### src/rtl/glip_uart_rx_sampler.sv
// -----------------------------------------------------------------------------
// glip_uart_rx_sampler
//
// 8N1 UART receive front end. Synchronises the raw serial line, qualifies the
// start bit at its centre, samples each data bit at its centre (LSB first),
// and checks the stop bit. A good frame produces a one-cycle `enable` strobe
// with the byte on `data`; a stop bit sampled low produces a one-cycle `error`
// strobe instead, after which the receiver waits for the line to return high
// before it looks for another start bit. There is no backpressure: the line
// rate limits delivery to one byte per 10*DIVISOR cycles.
//
// Optional feature (macro GLIP_UART_RX_MAJORITY_EN):
//   defined   - every decision is a 2-of-3 vote over the synchronised line at
//               nominal point -1, 0 and +1; the decision is taken one cycle
//               after the nominal point.
//   undefined - every decision is a single sample at the nominal point.
//
// Parameters:
//   DIVISOR  clock cycles per bit (FREQ/BAUD), must be >= 8
//
// Ports:
//   clk      in   I/O clock, rising edge
//   rst_n    in   asynchronous active-low reset
//   rx       in   raw serial line, asynchronous to clk, idle high
//   data     out  [7:0] received byte, valid only while enable = 1
//   enable   out  one-cycle strobe: byte received with good stop bit
//   error    out  one-cycle strobe: framing error (stop bit sampled low)
// -----------------------------------------------------------------------------
module glip_uart_rx_sampler #(
  parameter int unsigned DIVISOR = 16
) (
  input  logic       clk,
  input  logic       rst_n,
  input  logic       rx,
  output logic [7:0] data,
  output logic       enable,
  output logic       error
);

  localparam int unsigned CW   = $clog2(DIVISOR);
  localparam int unsigned HALF = DIVISOR / 2;

`ifdef GLIP_UART_RX_MAJORITY_EN
  // The vote needs the sample one cycle past the nominal point.
  localparam int unsigned START_PT = HALF + 1;
`else
  localparam int unsigned START_PT = HALF;
`endif

  // The start decision re-clears the counter, so every later decision sits
  // exactly DIVISOR cycles after the previous one at count DIVISOR-1.
  localparam logic [CW-1:0] START_CNT = CW'(START_PT);
  localparam logic [CW-1:0] BIT_CNT   = CW'(DIVISOR - 1);

  typedef enum logic [2:0] {
    S_IDLE,
    S_START,
    S_DATA,
    S_STOP,
    S_BREAK
  } state_t;

  state_t        r_state;
  state_t        w_state_nxt;
  logic [1:0]    r_sync;
  logic          w_rxs;
  logic          w_sample;
  logic [CW-1:0] r_cnt;
  logic [2:0]    r_bit;
  logic [7:0]    r_shift;
  logic [7:0]    r_data;
  logic          r_enable;
  logic          r_error;
  logic          w_hit;
  logic          w_cnt_clr;
  logic          w_shift;
  logic          w_enable_nxt;
  logic          w_error_nxt;

  // ---------------------------------------------------------------------------
  // Two-flop synchroniser; resets to the idle (high) line level so that reset
  // release never looks like a start bit.
  // ---------------------------------------------------------------------------
  // NOTE: sequential state uses non-blocking (<=) so every flop samples the
  // pre-edge value of its neighbours; blocking here would collapse the chain.
  always_ff @(posedge clk or negedge rst_n) begin
    if (!rst_n) begin
      r_sync <= 2'b11;
    end else begin
      r_sync <= {r_sync[0], rx};
    end
  end

  assign w_rxs = r_sync[1];

`ifdef GLIP_UART_RX_MAJORITY_EN
  // History of the two previous synchronised samples. At a decision cycle
  // (nominal + 1) the window is {nominal - 1, nominal, nominal + 1}.
  logic [1:0] r_hist;

  always_ff @(posedge clk or negedge rst_n) begin
    if (!rst_n) begin
      r_hist <= 2'b11;
    end else begin
      r_hist <= {r_hist[0], w_rxs};
    end
  end

  assign w_sample = (r_hist[1] & r_hist[0]) |
                    (r_hist[1] & w_rxs)     |
                    (r_hist[0] & w_rxs);
`else
  assign w_sample = w_rxs;
`endif

  // Decision point for the current state.
  assign w_hit = ((r_state == S_START) && (r_cnt == START_CNT)) ||
                 (((r_state == S_DATA) || (r_state == S_STOP)) && (r_cnt == BIT_CNT));

  // ---------------------------------------------------------------------------
  // FSM: state register
  // ---------------------------------------------------------------------------
  always_ff @(posedge clk or negedge rst_n) begin
    if (!rst_n) begin
      r_state <= S_IDLE;
    end else begin
      r_state <= w_state_nxt;
    end
  end

  // ---------------------------------------------------------------------------
  // FSM: next-state logic
  // ---------------------------------------------------------------------------
  // NOTE: every combinational output gets a default before the case so no
  // path leaves it unassigned, which would otherwise infer a latch.
  always_comb begin
    w_state_nxt = r_state;
    case (r_state)
      S_IDLE:  if (!w_rxs) w_state_nxt = S_START;
      // A high sample at the start centre is a glitch: drop it silently.
      S_START: if (w_hit)  w_state_nxt = w_sample ? S_IDLE : S_DATA;
      S_DATA:  if (w_hit && (r_bit == 3'd7)) w_state_nxt = S_STOP;
      S_STOP:  if (w_hit)  w_state_nxt = w_sample ? S_IDLE : S_BREAK;
      // Stay here while the line is held low so a break is not re-read as
      // a fresh start bit.
      S_BREAK: if (w_rxs)  w_state_nxt = S_IDLE;
      default:             w_state_nxt = S_IDLE;
    endcase
  end

  // ---------------------------------------------------------------------------
  // FSM: output / control logic
  // ---------------------------------------------------------------------------
  always_comb begin
    w_cnt_clr    = 1'b0;
    w_shift      = 1'b0;
    w_enable_nxt = 1'b0;
    w_error_nxt  = 1'b0;
    case (r_state)
      S_IDLE:  w_cnt_clr = 1'b1;
      S_START: w_cnt_clr = w_hit;
      S_DATA: begin
        w_cnt_clr = w_hit;
        w_shift   = w_hit;
      end
      S_STOP: begin
        w_cnt_clr    = w_hit;
        w_enable_nxt = w_hit & w_sample;
        w_error_nxt  = w_hit & ~w_sample;
      end
      S_BREAK: w_cnt_clr = 1'b1;
      default: w_cnt_clr = 1'b1;
    endcase
  end

  // ---------------------------------------------------------------------------
  // Datapath: bit-period counter, bit index, shift register, output strobes.
  // The shift register is separate from `data` so the output only changes
  // when a good frame is delivered.
  // ---------------------------------------------------------------------------
  always_ff @(posedge clk or negedge rst_n) begin
    if (!rst_n) begin
      r_cnt    <= '0;
      r_bit    <= 3'd0;
      r_shift  <= 8'h00;
      r_data   <= 8'h00;
      r_enable <= 1'b0;
      r_error  <= 1'b0;
    end else begin
      r_cnt <= w_cnt_clr ? '0 : r_cnt + CW'(1);

      if ((r_state == S_START) && w_hit) begin
        r_bit <= 3'd0;
      end else if (w_shift) begin
        r_bit <= r_bit + 3'd1;
      end

      if (w_shift) begin
        r_shift <= {w_sample, r_shift[7:1]};
      end

      if (w_enable_nxt) begin
        r_data <= r_shift;
      end

      r_enable <= w_enable_nxt;
      r_error  <= w_error_nxt;
    end
  end

  assign data   = r_data;
  assign enable = r_enable;
  assign error  = r_error;

endmodule
### config.mk
export PLATFORM = sky130hd
export DESIGN_NAME = glip_uart_rx_sampler
export DESIGN_NICKNAME = d
export VERILOG_FILES = /design/src/rtl/glip_uart_rx_sampler.sv
export SDC_FILE = /design/constraint.sdc
export NUM_CORES = 1
export LEC_CHECK = 0
export ABC_AREA = 1
export BUFFER_PORTS_ARGS = -buffer_cell sky130_fd_sc_hd__buf_2
export CORE_AREA = 5 5 72 74
export DETAILED_ROUTE_END_ITERATION = 7
export DIE_AREA = 0 0 77 79
export MAX_ROUTING_LAYER = met4
export PLACE_DENSITY = 0.46
export SKIP_LAST_GASP = 1
export SYNTH_ARGS = -nofsm -noshare
export SYNTH_HDL_FRONTEND = slang
export SYNTH_SLANG_ARGS = --single-unit
### constraint.sdc
create_clock -name clk -period 1.37 [get_ports clk]
set_input_delay 0.2055 -clock clk [delete_from_list [all_inputs] [get_ports clk]]
set_output_delay 0.2055 -clock clk [all_outputs]
set_load 0.005 [all_outputs]
# Word-level counts from Yosys, hierarchy flattened
# Index checks and enable logic that the tools add are counted.
# op_classes
addsub	2
eq_ne	12
muxes	15
n_bitwise	3
n_reduce_logical	10
# op_table
cell	n
3-bit 2-to-1 mux	8
3-bit one-hot mux with 5 select lines	1
4-bit equality test (second input constant)	2
2-bit inequality test (second input constant)	4
3-bit by 2-bit equality test with 1-bit output (second input constant)	2
3-bit equality test (second input constant)	2
5-bit AND reduction	1
4-bit by 1-bit adder with 4-bit output (second input constant)	1
1-bit logical AND	4
1-bit 2-to-1 mux	4
4-bit 2-to-1 mux	1
3-bit by 1-bit adder with 3-bit output (second input constant)	1
3-bit by 1-bit equality test with 1-bit output (second input constant)	1
3-bit logical NOT	1
3-bit OR reduction	1
1-bit AND	2
1-bit logical OR	2
2-bit 2-to-1 mux	1
2-bit by 1-bit inequality test with 1-bit output (second input constant)	1
2-bit nonzero test	1
1-bit inverter	1
# totals
regBits	30
out_inout_bits	10
wordCells	50

# Logic depth before layout (Yosys ltp)
# logic_depth
ltp_word	7
ltp_mapped	10
ltp_nobuf	10

# Worst setup path after synthesis
# No wires, ideal clock.
# synth_path
path_kind	register to register
start	register r_cnt[0]
end	register r_data[6] (netlist: data[6])
setup_ns	0.118
arrival_time_ns	1.236
setup_slack_ns	0.015
stages_incl_launch_ff	11
path_buffers	1
synth_period_minus_slack_ns	1.355
path_cell_list	dfrtp_1 inv_1 ha_1 nand2_1 nor2_1 nand2_2 nand2_4 nand2_4 buf_6 nand2_1 o21ai_2
# synth_between
elab_chain_len	5
# synth_rtl
element	line_no	source
start, declared	68	logic [CW-1:0] r_cnt;
start signal, assigned	190	r_cnt <= w_cnt_clr ? '0 : r_cnt + CW'(1);
4-bit equality test, on equally long branches	117, 118	
1-bit logical AND, on equally long branches	117, 118	
1-bit logical OR (*)	117	assign w_hit = ((r_state == S_START) && (r_cnt == START_CNT)) ||
1-bit AND (*)	168	w_enable_nxt = w_hit & w_sample;
1-bit 2-to-1 mux (*)	159	case (r_state)
end signal, assigned	203	r_data <= r_shift;
end, declared	71	logic [7:0] r_data;
# Every way passes the cells marked *; elsewhere a longest branch is shown, timed or not.
# A chain may end at the register's enable or synchronous reset.

# Final worst setup path
# Same ends and word-level chain as after synthesis.

==> summary.md <==
| Metric | Value |
|---|---|
| Int Pwr | `around 1600 uW` |
| Sequential share of power | `44.2%` |
| Placed Cells | `214` |
| Routability-driven placement congestion ratio | `0.737` |
| Total track usage | `a little under a tenth` |
| Crit-path slowest cell | `dfrtp_1` |
| Achievable clock frequency | `0.703 GHz` |
| First-pass GRT wire length | `4.44 mm` |
| DR pass1 iterations | `4` |
| CP peak stage delay | `approximately 0.41 ns` |
| Startpoint Class | `register` |
| Largest net degree at the start of global routing | `31` |
| #FFs+latches synth | `30` |
| Layout cell share with drive strength beyond 1 | `a little under half` |
| Clock sink count | `30` |
| Final worst path period need | `between 1 and 1.5 ns` |
| Top Ports | `13` |
| Final critical-path share of the clock period | `104%` |
| HP Class | `in -> reg` |
| TritonCTS Buffers | `5` |
| Clock transition at path regs | `approximately 0.060 ns` |
| Sequential cell area fraction in the yosys report | `55.3%` |
| Power Density | `1330 nW/um^2` |
| Met2 usage | `14.0%` |
| Initial antenna violation count | `0` |
| Yosys warns | `0` |
| Outcome | `complete, but fails checks` |
| Max clock buf depth | `2` |
| Mapped Area | `1360 sq um` |
| Crit path buffers/inverters | `1` |
| Clock share of power | `between 30% and 40%` |
| Worst Setup End Kind | `register` |
| Vias per cell | `approximately 4.4` |
| Switching share of power | `33.2%` |
| Effective utilization at floorplan | `30.0%` |
| Met3 usage | `3.85%` |
| Delay-heaviest family, CP | `simple AND/OR/NAND/NOR gates` |
| Max rail drop VDD | `between 0.4 and 0.5 mV` |
| P_sw | `roughly 800 uW` |
| Final WS setup | `-0.0529 ns` |
| Die height | `79 microns` |
| Max cap viols | `0` |
| Root Driver | `clkbuf_8` |
| Worst path cell trace | `inv_1 -> ha_2 -> nand2_2 -> nor2_4 -> nand2_4 -> nand2_8 -> nand2_8 -> nand2_2 -> o21ai_2` |
| Post-route total power | `2410 uW` |
| Post-Layout Cell Count | `around 230` |
| WP data arrival | `1.59 ns` |
| Setup TNS | `-0.747 ns` |
| Avg Inst Size Synth | `9.53 sq um` |
| Clock latency on the worst-skew pair | `roughly 0.28 ns` |
| Die area | `about 6000 sq um` |
| Final hold violation count | `0` |
| CTS tree | `done` |
| Die width | `about 77 microns` |
| Vias in the first global route | `971` |
| GR Layer Usage met1 | `11.3%` |
| H-tree depth | `2` |
| Rel. slew slack | `about three quarters` |
| Pre-CTS WS | `-0.0516 ns` |
| Ant. Diodes | `0` |
| Failing checks | `negative setup slack` |
| Post-Syn Instances | `143` |
| Worst Path Class, Setup | `reg -> reg` |
| Fin. max-slew vios | `0` |
| Drc violations | `0` |
| Routed WL | `2.72 mm` |
| Final Setup Violations | `18` |
| P&R area growth vs syn | `32.8%` |
| Routed vias | `1004` |
| Detailed placer's ending HPWL | `1.69 mm` |
| Nets | `178` |
| Antenna-violating nets left | `0` |
| Clk_skew | `0.00385 ns` |
| Gate power share | `between 20% and 30%` |
| Port bufs | `12` |
| WL/cell | `12.0 microns` |
| DR iter-0 viols | `81` |
| Worst EP required | `1.54 ns` |
| RSZ-0062 raised after global routing | `true` |
| Worst slew pin tran | `0.388 ns` |
| Synth cell types | `19` |
| Site Rows | `25` |
| Static leakage | `between 0.0008 and 0.0009 uW` |
| Crit-path max FO | `8` |
| Mapped Nets | `150` |
| Worst Hold Slack | `about 0.026 ns` |
| Core box area | `4540 sq um` |
| Busiest grt layer | `met2` |
| GRT Residual Overflow | `0` |
state kept, by name (all words and copies together), names as in the netlist:
register / cells
r_cnt: 4
r_state: 3
r_bit: 3
r_shift: 8
error: 1
data: 8
enable: 1
r_sync: 2
cells in the mapped netlist:
| master | number | area share, % |
|---|---|---|
| nor2_1 | 12 | 3.3 |
| nand2_2 | 1 | 0.46 |
| o21ai_0 | 1 | 0.37 |
| xor2_1 | 1 | 0.64 |
| inv_2 | 1 | 0.28 |
| ha_1 | 4 | 3.7 |
| nand3_2 | 1 | 0.73 |
| o21a_1 | 1 | 0.55 |
| nand2_4 | 3 | 2.5 |
| nor3_1 | 1 | 0.37 |
| buf_6 | 2 | 1.7 |
| dfstp_2 | 2 | 3.9 |
| nand3b_1 | 1 | 0.55 |
| nand4_1 | 1 | 0.46 |
| nand3_1 | 9 | 3.3 |
| nand2_1 | 39 | 11 |
| inv_1 | 20 | 5.5 |
| dfrtp_1 | 28 | 51 |
| o21ai_2 | 15 | 9.6 |
power groups by stage:
| stage | Combinational (uW) | Clock (uW) | Sequential, uW |
|---|---|---|---|
| after floorplan | 327 | 0 | 1050 |
| after global placement | 456 | 0 | 1070 |
| after detailed placement | 471 | 0 | 1070 |
| after CTS | 484 | 769 | 1060 |
| after global routing | 691 | 816 | 1080 |
| final | 610 | 736 | 1070 |
path summary, 6_finish.rpt:
check	cells after the start	endpoint	slack (ns)	startpoint
max	9	data[6]$_DFFE_PN0P_	-0.05	r_cnt[0]$_DFF_PN0_
min	1	r_sync[0]$_DFF_PN1_	0.03	rx
max reg2reg	9	data[6]$_DFFE_PN0P_	-0.05	r_cnt[0]$_DFF_PN0_
min reg2reg	0	r_sync[1]$_DFF_PN1_	0.35	r_sync[0]$_DFF_PN1_
max in group asynchronous	3	r_sync[0]$_DFF_PN1_	0.59	rst_n
min in group asynchronous	3	r_state[1]$_DFFE_PN0P_	0.45	rst_n
cell type report:
type / count / area (sq um)
tap: 54 / 67.6
clock buffer: 7 / 86.3
clock inverter: 1 / 5.00
multi-input combinational: 92 / 684
fill: 444 / 2730
inverter: 21 / 78.8
sequential: 30 / 753
timing repair buffer: 21 / 134
per-layer routing:
layer | up-vias | share of wire [%]
li1 | 507 | -
met1 | 478 | 46
met2 | 12 | 48
met3 | 7 | 3.3
met4 | 0 | 1.8
met5 | - | 0
kinds of logic (layout without fill, tap and decap cells):
| kind of cell | Yosys count | count (layout) | synth area share (%) |
|---|---|---|---|
| compound gates | 17 | 17 | 10.6 |
| xor+xnor | 1 | 1 | 0.643 |
| fa+ha+maj | 4 | 4 | 3.67 |
| buf+inv | 23 | 50 | 7.44 |
| flops | 30 | 30 | 55.3 |
| simple gates | 68 | 70 | 22.4 |
cells in the final DEF, fill, tap and decap left out:
cell type       n
nand3b_1        1
inv_2           3
inv_1          18
buf_2          12
clkinv_2        1
nor3_1          1
dfrtp_1        28
nand2_2        15
buf_4           7
ha_2            1
nor2_1          8
nor2_4          2
o21a_1          1
nand2_1        22
nor2_2          2
nand3_2         2
nand3_1         6
buf_6           1
xor2_1          1
dlygate4sd3_1   1
clkbuf_8        6
o21ai_2        15
nand3_4         2
o21ai_1         1
nand2_8         5
nand4_1         1
dfstp_2         2
ha_1            3
nand2_4         3
clkbuf_1        1
metrics by stage:
stage / util (%) / area, sq um
floorplan: - / 1360
global placement: 33.5 / 1520
detailed placement: 33.5 / 1520
CTS: 36.1 / 1640
global route: 39.9 / 1810
finish: 39.9 / 1810
timing repair:
| item | in CTS | in global routing |
|---|---|---|
| pin swaps | 0 | 8 |
| hold endpoints to repair | 28 | 0 |
| gates resized for setup | 2 | 39 |
| setup buffers | 0 | 1 |
| hold buffers | 1 | 0 |
| cloned | 0 | 2 |
| endpoints found under the setup margin | 20 | 28 |
Note: power is estimated with default switching activity, not from simulation.
